$ cat src/rtl/lead_count_pipe.sv
// -----------------------------------------------------------------------------
// lead_count_pipe
//   Streaming, pipelined run-length counter for the unary-prefix stage of the
//   entropy decoder. For each accepted word it returns how many identical bits
//   form a run at the MSB end (leading modes) or the LSB end (trailing modes).
//   The word is first normalised to a "count leading ones" problem, then a
//   binary halving tree computes the count. The tree levels are spread evenly
//   over STAGES elastic pipeline registers. One word per cycle is sustained.
//
// Ports
//   clk        in   1      rising-edge clock
//   rst_n      in   1      synchronous, active-low reset
//   in_valid   in   1      input word present
//   in_ready   out  1      block accepts input this cycle
//   in_data    in   W_IN   word to scan
//   in_mode    in   2      00 lead ones, 01 lead zeros, 10 trail ones, 11 trail zeros
//   out_valid  out  1      result present
//   out_ready  in   1      downstream accepts result
//   out_count  out  W_OUT  run length, 0..W_IN
//   out_all    out  1      whole word matched (out_count == W_IN)
//   out_mode   out  2      in_mode carried alongside its word
// -----------------------------------------------------------------------------
module lead_count_pipe #(
   parameter int W_IN   = 32,
   parameter int W_OUT  = $clog2(W_IN) + 1,
   parameter int STAGES = 2
) (
   input  logic             clk,
   input  logic             rst_n,
   input  logic             in_valid,
   output logic             in_ready,
   input  logic [W_IN-1:0]  in_data,
   input  logic [1:0]       in_mode,
   output logic             out_valid,
   input  logic             out_ready,
   output logic [W_OUT-1:0] out_count,
   output logic             out_all,
   output logic [1:0]       out_mode
);

   localparam int L   = $clog2(W_IN);
   localparam int LPS = (L + STAGES - 1) / STAGES;

   // Tree state. Node n of level j covers bits [(n+1)*2^j-1 : n*2^j] of the
   // normalised word; cnt holds the true leading-ones count of that node
   // (including the full-node value 2^j), so the root cnt is the final count.
   typedef struct packed {
      logic [W_IN-1:0]             all;
      logic [W_IN-1:0][W_OUT-1:0]  cnt;
   } tree_t;

   // One halving level: combines node pairs of size 2^j into nodes of size 2^(j+1).
   function automatic tree_t tree_level(input tree_t s, input int j);
      tree_t r;
      r = '0;
      for (int n = 0; n < W_IN / 2; n++) begin
         if (n < (W_IN >> (j + 1))) begin
            r.all[n] = s.all[2*n+1] & s.all[2*n];
            if (!s.all[2*n+1])
               r.cnt[n] = s.cnt[2*n+1];
            else if (s.all[2*n])
               r.cnt[n] = W_OUT'(1) << (j + 1);
            else
               r.cnt[n] = s.cnt[2*n] | (W_OUT'(1) << j);
         end
      end
      return r;
   endfunction

   // Applies levels lo..hi-1; a stage may own zero levels when STAGES does not
   // divide L evenly.
   function automatic tree_t tree_levels(input tree_t s, input int lo, input int hi);
      tree_t r;
      r = s;
      for (int j = 0; j < L; j++) begin
         if (j >= lo && j < hi) r = tree_level(r, j);
      end
      return r;
   endfunction

   logic [W_IN-1:0]   w_rev;
   logic [W_IN-1:0]   w_norm;
   tree_t             w_leaf;
   logic [STAGES-1:0] w_vld;
   logic [STAGES-1:0] w_go;
   tree_t             w_st   [STAGES];
   logic [1:0]        w_mode [STAGES];

   // ---- stage 0 input: normalise to a leading-ones problem ----
   always_comb begin
      w_rev  = '0;
      w_leaf = '0;
      for (int i = 0; i < W_IN; i++) w_rev[i] = in_data[W_IN-1-i];
      w_norm = (in_mode[1] ? w_rev : in_data) ^ {W_IN{in_mode[0]}};
      for (int n = 0; n < W_IN; n++) begin
         w_leaf.all[n] = w_norm[n];
         w_leaf.cnt[n] = W_OUT'(w_norm[n]);
      end
   end

   for (genvar k = 0; k < STAGES; k++) begin : g_stage
      localparam int LO = (k * LPS < L) ? k * LPS : L;
      localparam int HI = ((k + 1) * LPS < L) ? (k + 1) * LPS : L;

      tree_t      w_src;
      tree_t      w_nxt;
      logic       w_src_vld;
      logic [1:0] w_src_mode;
      logic       w_down_go;
      logic       w_unused_st;
      logic       r_vld;
      tree_t      r_st;
      logic [1:0] r_mode;

      if (k == 0) begin : g_first
         assign w_src      = w_leaf;
         assign w_src_vld  = in_valid;
         assign w_src_mode = in_mode;
      end else begin : g_next
         assign w_src      = w_st[k-1];
         assign w_src_vld  = w_vld[k-1];
         assign w_src_mode = w_mode[k-1];
      end

      // A stage may take new content when empty or when its occupant moves on.
      if (k == STAGES - 1) begin : g_tail
         assign w_down_go = out_ready;
      end else begin : g_body
         assign w_down_go = w_go[k+1];
      end

      assign w_go[k]     = !r_vld | w_down_go;
      assign w_nxt       = tree_levels(w_src, LO, HI);
      assign w_vld[k]    = r_vld;
      assign w_st[k]     = r_st;
      assign w_mode[k]   = r_mode;
      // Nodes above the current level width are constant zero and never read.
      assign w_unused_st = ^r_st;

      // ---- stage k register boundary ----
      always_ff @(posedge clk) begin
         if (!rst_n)       r_vld <= 1'b0;
         else if (w_go[k]) r_vld <= w_src_vld;
      end

      if (k == STAGES - 1) begin : g_out_reg
         // The output register is cleared so the outputs read zero after reset.
         always_ff @(posedge clk) begin
            if (!rst_n) begin
               r_st   <= '0;
               r_mode <= 2'b00;
            end else if (w_go[k] && w_src_vld) begin
               r_st   <= w_nxt;
               r_mode <= w_src_mode;
            end
         end
      end else begin : g_mid_reg
         always_ff @(posedge clk) begin
            if (w_go[k] && w_src_vld) begin
               r_st   <= w_nxt;
               r_mode <= w_src_mode;
            end
         end
      end
   end

   assign in_ready  = w_go[0];
   assign out_valid = w_vld[STAGES-1];
   assign out_count = w_st[STAGES-1].cnt[0];
   assign out_all   = w_st[STAGES-1].all[0];
   assign out_mode  = w_mode[STAGES-1];

endmodule

$ cat config.mk
export PLATFORM = sky130hd
export DESIGN_NAME = lead_count_pipe
export DESIGN_NICKNAME = d
export VERILOG_FILES = /design/src/rtl/lead_count_pipe.sv
export SDC_FILE = /design/constraint.sdc
export NUM_CORES = 1
export LEC_CHECK = 0
export ABC_AREA = 1
export CORE_AREA = 2 2 70 72
export CTS_CLUSTER_SIZE = 12
export DETAILED_ROUTE_END_ITERATION = 12
export DIE_AREA = 0 0 72 74
export PLACE_DENSITY = 0.89
export SETUP_SLACK_MARGIN = 0.2
export SYNTH_ARGS = -nofsm -noshare
export SYNTH_HDL_FRONTEND = slang
export SYNTH_SLANG_ARGS = --single-unit
$ cat constraint.sdc
create_clock -name clk -period 3.35 [get_ports clk]
set_input_delay 0.8375 -clock clk [delete_from_list [all_inputs] [get_ports clk]]
set_output_delay 0.8375 -clock clk [all_outputs]
set_load 0.01 [all_outputs]
Word-level counts from Yosys, hierarchy flattened
Cells that the tools add are included.

Bits in writable memories: 0. Latch bits: 0. Word-level logic and storage cells: 112. Memories kept: 0. Output and inout port bits: 11. Input port bits: 38. ROM bits: 0. Flip-flop bits (word level): 41.

Shift-type cells: 0. Mux-type cells: 63. Reductions and logical operators: 4. Bitwise operators: 34. Divide/modulo/power cells: 0. Order comparisons: 0. $mul: 0. Equality and inequality tests: 0. $add $sub $neg: 0.

Operator list (number): 2-to-1 mux 6 bit (39); 2-to-1 mux 2 bit (17); 2-to-1 mux 32 bit (1); XOR 32 bit (1); AND 1 bit (31); 2-to-1 mux 1 bit (6); logical AND 1 bit (2); zero test 1 bit (2); bitwise OR 1 bit (2).

Logic depth before layout (Yosys ltp)
Word-level depth: 8. Depth in mapped cells: 12. Gate-level depth less buffers: 10.

Worst setup path before layout
OpenSTA, ideal clock, no wires.

Path kind: input-to-reg. From: input in_mode[1]. To: register g_stage[0].r_st[12] in the netlist's numbering, data pin. Buffers on the path: 2. Path slack: 1.429 ns. Required time: 3.094 ns. Data arrival time: 1.665 ns. Library setup time: 0.256 ns. Cell stages on the path: 11. Path through: buf_6 -> inv_8 -> buf_6 -> nand2_1 -> nand2_1 -> nand2_1 -> nand2_1 -> nor2_4 -> nand2_1 -> nand3_1 -> nand2_1.

RTL lines: start: declaration (line 33) `input logic [1:0] in_mode,`; end signal: assignment (line 160) `r_st <= w_nxt;`; end: declaration (line 112) `tree_t r_st;`.

Worst setup path in the final report
From: input out_ready. To: output in_ready.

Word-level cells in the longest chain between the ends: 2.

RTL lines: start: declaration (line 35) `input logic out_ready,`; bitwise OR 1 bit (2 in a row) (line 132) `assign w_go[k] = !r_vld | w_down_go;`; end: declaration (line 31) `output logic in_ready,`.

Every way passes these cells.

==> impl_metrics.json <==
{
  "routed_wirelength_microns": 5210,
  "antenna_found_initial": 0,
  "fill_cells": 384,
  "vias": 2602,
  "num_io_pins": 49,
  "drive_gt1_frac": 0.0895,
  "cts-resized-gates": 0,
  "synth_cell_types": 26,
  "synth_area_sq_um": 2510,
  "grt_max_degree": 48,
  "die_w_microns": 72,
  "rows": 25,
  "final_max_slew_viol_count": 0,
  "drc": 0,
  "crit_fanout": 3,
  "period_needed_ns": 2.82,
  "drtPass1Iterations": 4,
  "ys_ff_latch": 30,
  "cts_max_path_buffers": 2,
  "grt_pass1_wl_microns": 9030,
  "worstSetupPathType": "input port to primary output",
  "core_sq_um": 4600,
  "drtIter0Drc": 99,
  "rsz0062_at_grt": "false",
  "area_delta_synth_final_pct": 21.2,
  "first_global_vias": 2318,
  "cts.sinks": 30,
  "fin_skew_ns": 0.00366,
  "fmax_mhz": 355,
  "slew_headroom": 0.522,
  "track_usage": 0.209,
  "finalHoldViolCount": 0,
  "num_antenna_cells": 0,
  "p_per_area_nw_per_um2": 334,
  "finalSetupViolations": 0,
  "final_nets": 484,
  "required_ns": 2.51,
  "gp_congestion": 0.835,
  "worst_slew_pin_slew_ns": 0.717,
  "timing.reg2reg.setup_slack_ns": 1.93,
  "finalCritPeriodShare": 0.842,
  "port_buffers": 48,
  "syn_area_per_cell_sq_um": 6.21,
  "die-area_sq_um": 5330,
  "status": "finished, final reports clean",
  "end_kind": "primary output",
  "start_util": 0.547,
  "tritoncts": "done",
  "die_h_microns": 74,
  "hold_ws_ns": 0.473,
  "routedWlPerCell_microns": 10.4,
  "clk-insertion-delay-late_ns": 0.29,
  "crit_arrival_ns": 1.98,
  "yosys_warnings": 0,
  "viasPerCell": 5.19,
  "numCtsBuffers": 5,
  "detailedPlacementHpwl_microns": 3980,
  "hold_buffers": 0,
  "clockRootBuffer": "clkbuf_8",
  "synth_fp_nets": 443,
  "fin_tns_setup_ns": 0,
  "htreeDepth": 2,
  "final.setup.worst_slack_ns": 0.531,
  "ant_nets": 0,
  "dp_slack_ns": 0.522,
  "gr-total-overflow": 0,
  "hp-class": "register to register",
  "irDropWorstVdd_uv": 137,
  "leakage_nw": 1.48,
  "cap_viol_max_count": 0,
  "crit_path_start_kind": "input port",
  "syn_inst": 405,
  "clk_pin_slew_ns": 0.06,
  "ys_seq_area_frac": 0.318,
  "post-cts-setup-buffers": 0
}
-- critical path: stages --
cell and delay, ns:
clkdlybuf4s50_1 0.46, inv_1 0.05, nand3_1 0.09, clkdlybuf4s50_1 0.54
-- power by group --
group / internal [mW] / switching (mW)
Clock: 0.165 / 0.129
Combinational: 0.122 / 0.169
Sequential: 0.423 / 0.0105
Total: 0.710 / 0.308
-- sequential cells by signal, summed over array words and instances, names as in the netlist --
signal          flops
out_mode            2
g_stage.r_vld       1
out_count           6
out_valid           1
g_stage.r_st       18
g_stage.r_mode      2
-- worst paths after layout --
kind | cells past startpoint | to | start
worst max-delay path | 4 | in_ready | out_ready
worst max register to register | 3 | g_stage[0].r_mode[1] | out_valid
worst min-delay path | 2 | out_count[4] | out_count[4]
worst min register to register | 2 | out_count[4] | out_count[4]
-- cell usage in the layout (no fill, tap or decap), types with 2 or more instances in the layout --
| cell | instances |
|---|---|
| clkdlybuf4s50_1 | 48 |
| a31oi_1 | 4 |
| clkbuf_8 | 6 |
| a21oi_2 | 5 |
| edfxtp_1 | 20 |
| nand2_2 | 12 |
| o21ai_0 | 17 |
| nor2_1 | 18 |
| nand2_1 | 195 |
| inv_2 | 6 |
| a21oi_1 | 7 |
| dfxtp_1 | 10 |
| inv_1 | 24 |
| or2_2 | 2 |
| o211ai_1 | 3 |
| nor2_4 | 4 |
| nand3_1 | 55 |
-- cell type report --
| class | count | area [sq um] | area share |
|---|---|---|---|
| flip-flops and latches | 30 | 801 | 0.263 |
| inverters | 32 | 128 | 0.0419 |
| well taps | 54 | 67.6 | 0.0222 |
| multi-input cells | 327 | 1450 | 0.477 |
| repair buffers | 50 | 508 | 0.167 |
| clock buffers | 7 | 86.3 | 0.0283 |
| clock inverters | 1 | 5.00 | 0.00164 |
-- synthesized netlist by cell type --
master	n	area [sq um]
a41oi_1	1	8.76
edfxtp_1	20	601
clkinv_1	1	3.75
o211ai_1	3	22.5
o21a_1	1	7.51
inv_2	6	22.5
nor2_2	1	6.26
a31oi_1	4	25.0
buf_4	5	37.5
nor2_1	18	67.6
nor2_4	4	45.0
a21oi_1	7	35.0
and2_1	1	6.26
nor3_1	1	5.00
dfxtp_1	10	200
buf_2	5	25.0
a21oi_2	5	43.8
nand2_2	12	75.1
or2_2	2	12.5
nand2_1	195	732
buf_8	1	15.0
buf_6	5	56.3
inv_1	24	90.1
inv_8	1	11.3
o21ai_0	17	85.1
nand3_1	55	275
-- logic make-up (layout without fill, tap and decap cells) --
| group | count (synthesis) | in the layout | share of synthesized area |
|---|---|---|---|
| AO/OA/AOI/OAI | 38 | 38 | 0.0905 |
| buffers and inverters | 48 | 90 | 0.104 |
| flip-flops | 30 | 30 | 0.318 |
| AND/OR/NAND/NOR | 289 | 289 | 0.487 |
-- routing by layer --
layer,global-route usage,vias up,share of wire
met5,0,-,0
met1,0.251,1137,0.45
met2,0.381,73,0.48
li1,-,1386,-
met4,0.0713,0,0.014
met3,0.0325,6,0.048
-- stage by stage --
| step | util | power [mW] | cell area, sq um | cells |
|---|---|---|---|---|
| after CTS | 0.663 | 1.02 | 3050 | 501 |
| after global placement | 0.643 | 0.721 | 2960 | 493 |
| after floorplan | - | 0.638 | 2510 | 405 |
| after detailed placement | 0.643 | 0.730 | 2960 | 493 |
| after global routing | 0.663 | 1.08 | 3050 | 501 |
| final | 0.663 | 1.02 | 3050 | 501 |
Power figures use the tool's default switching activity.
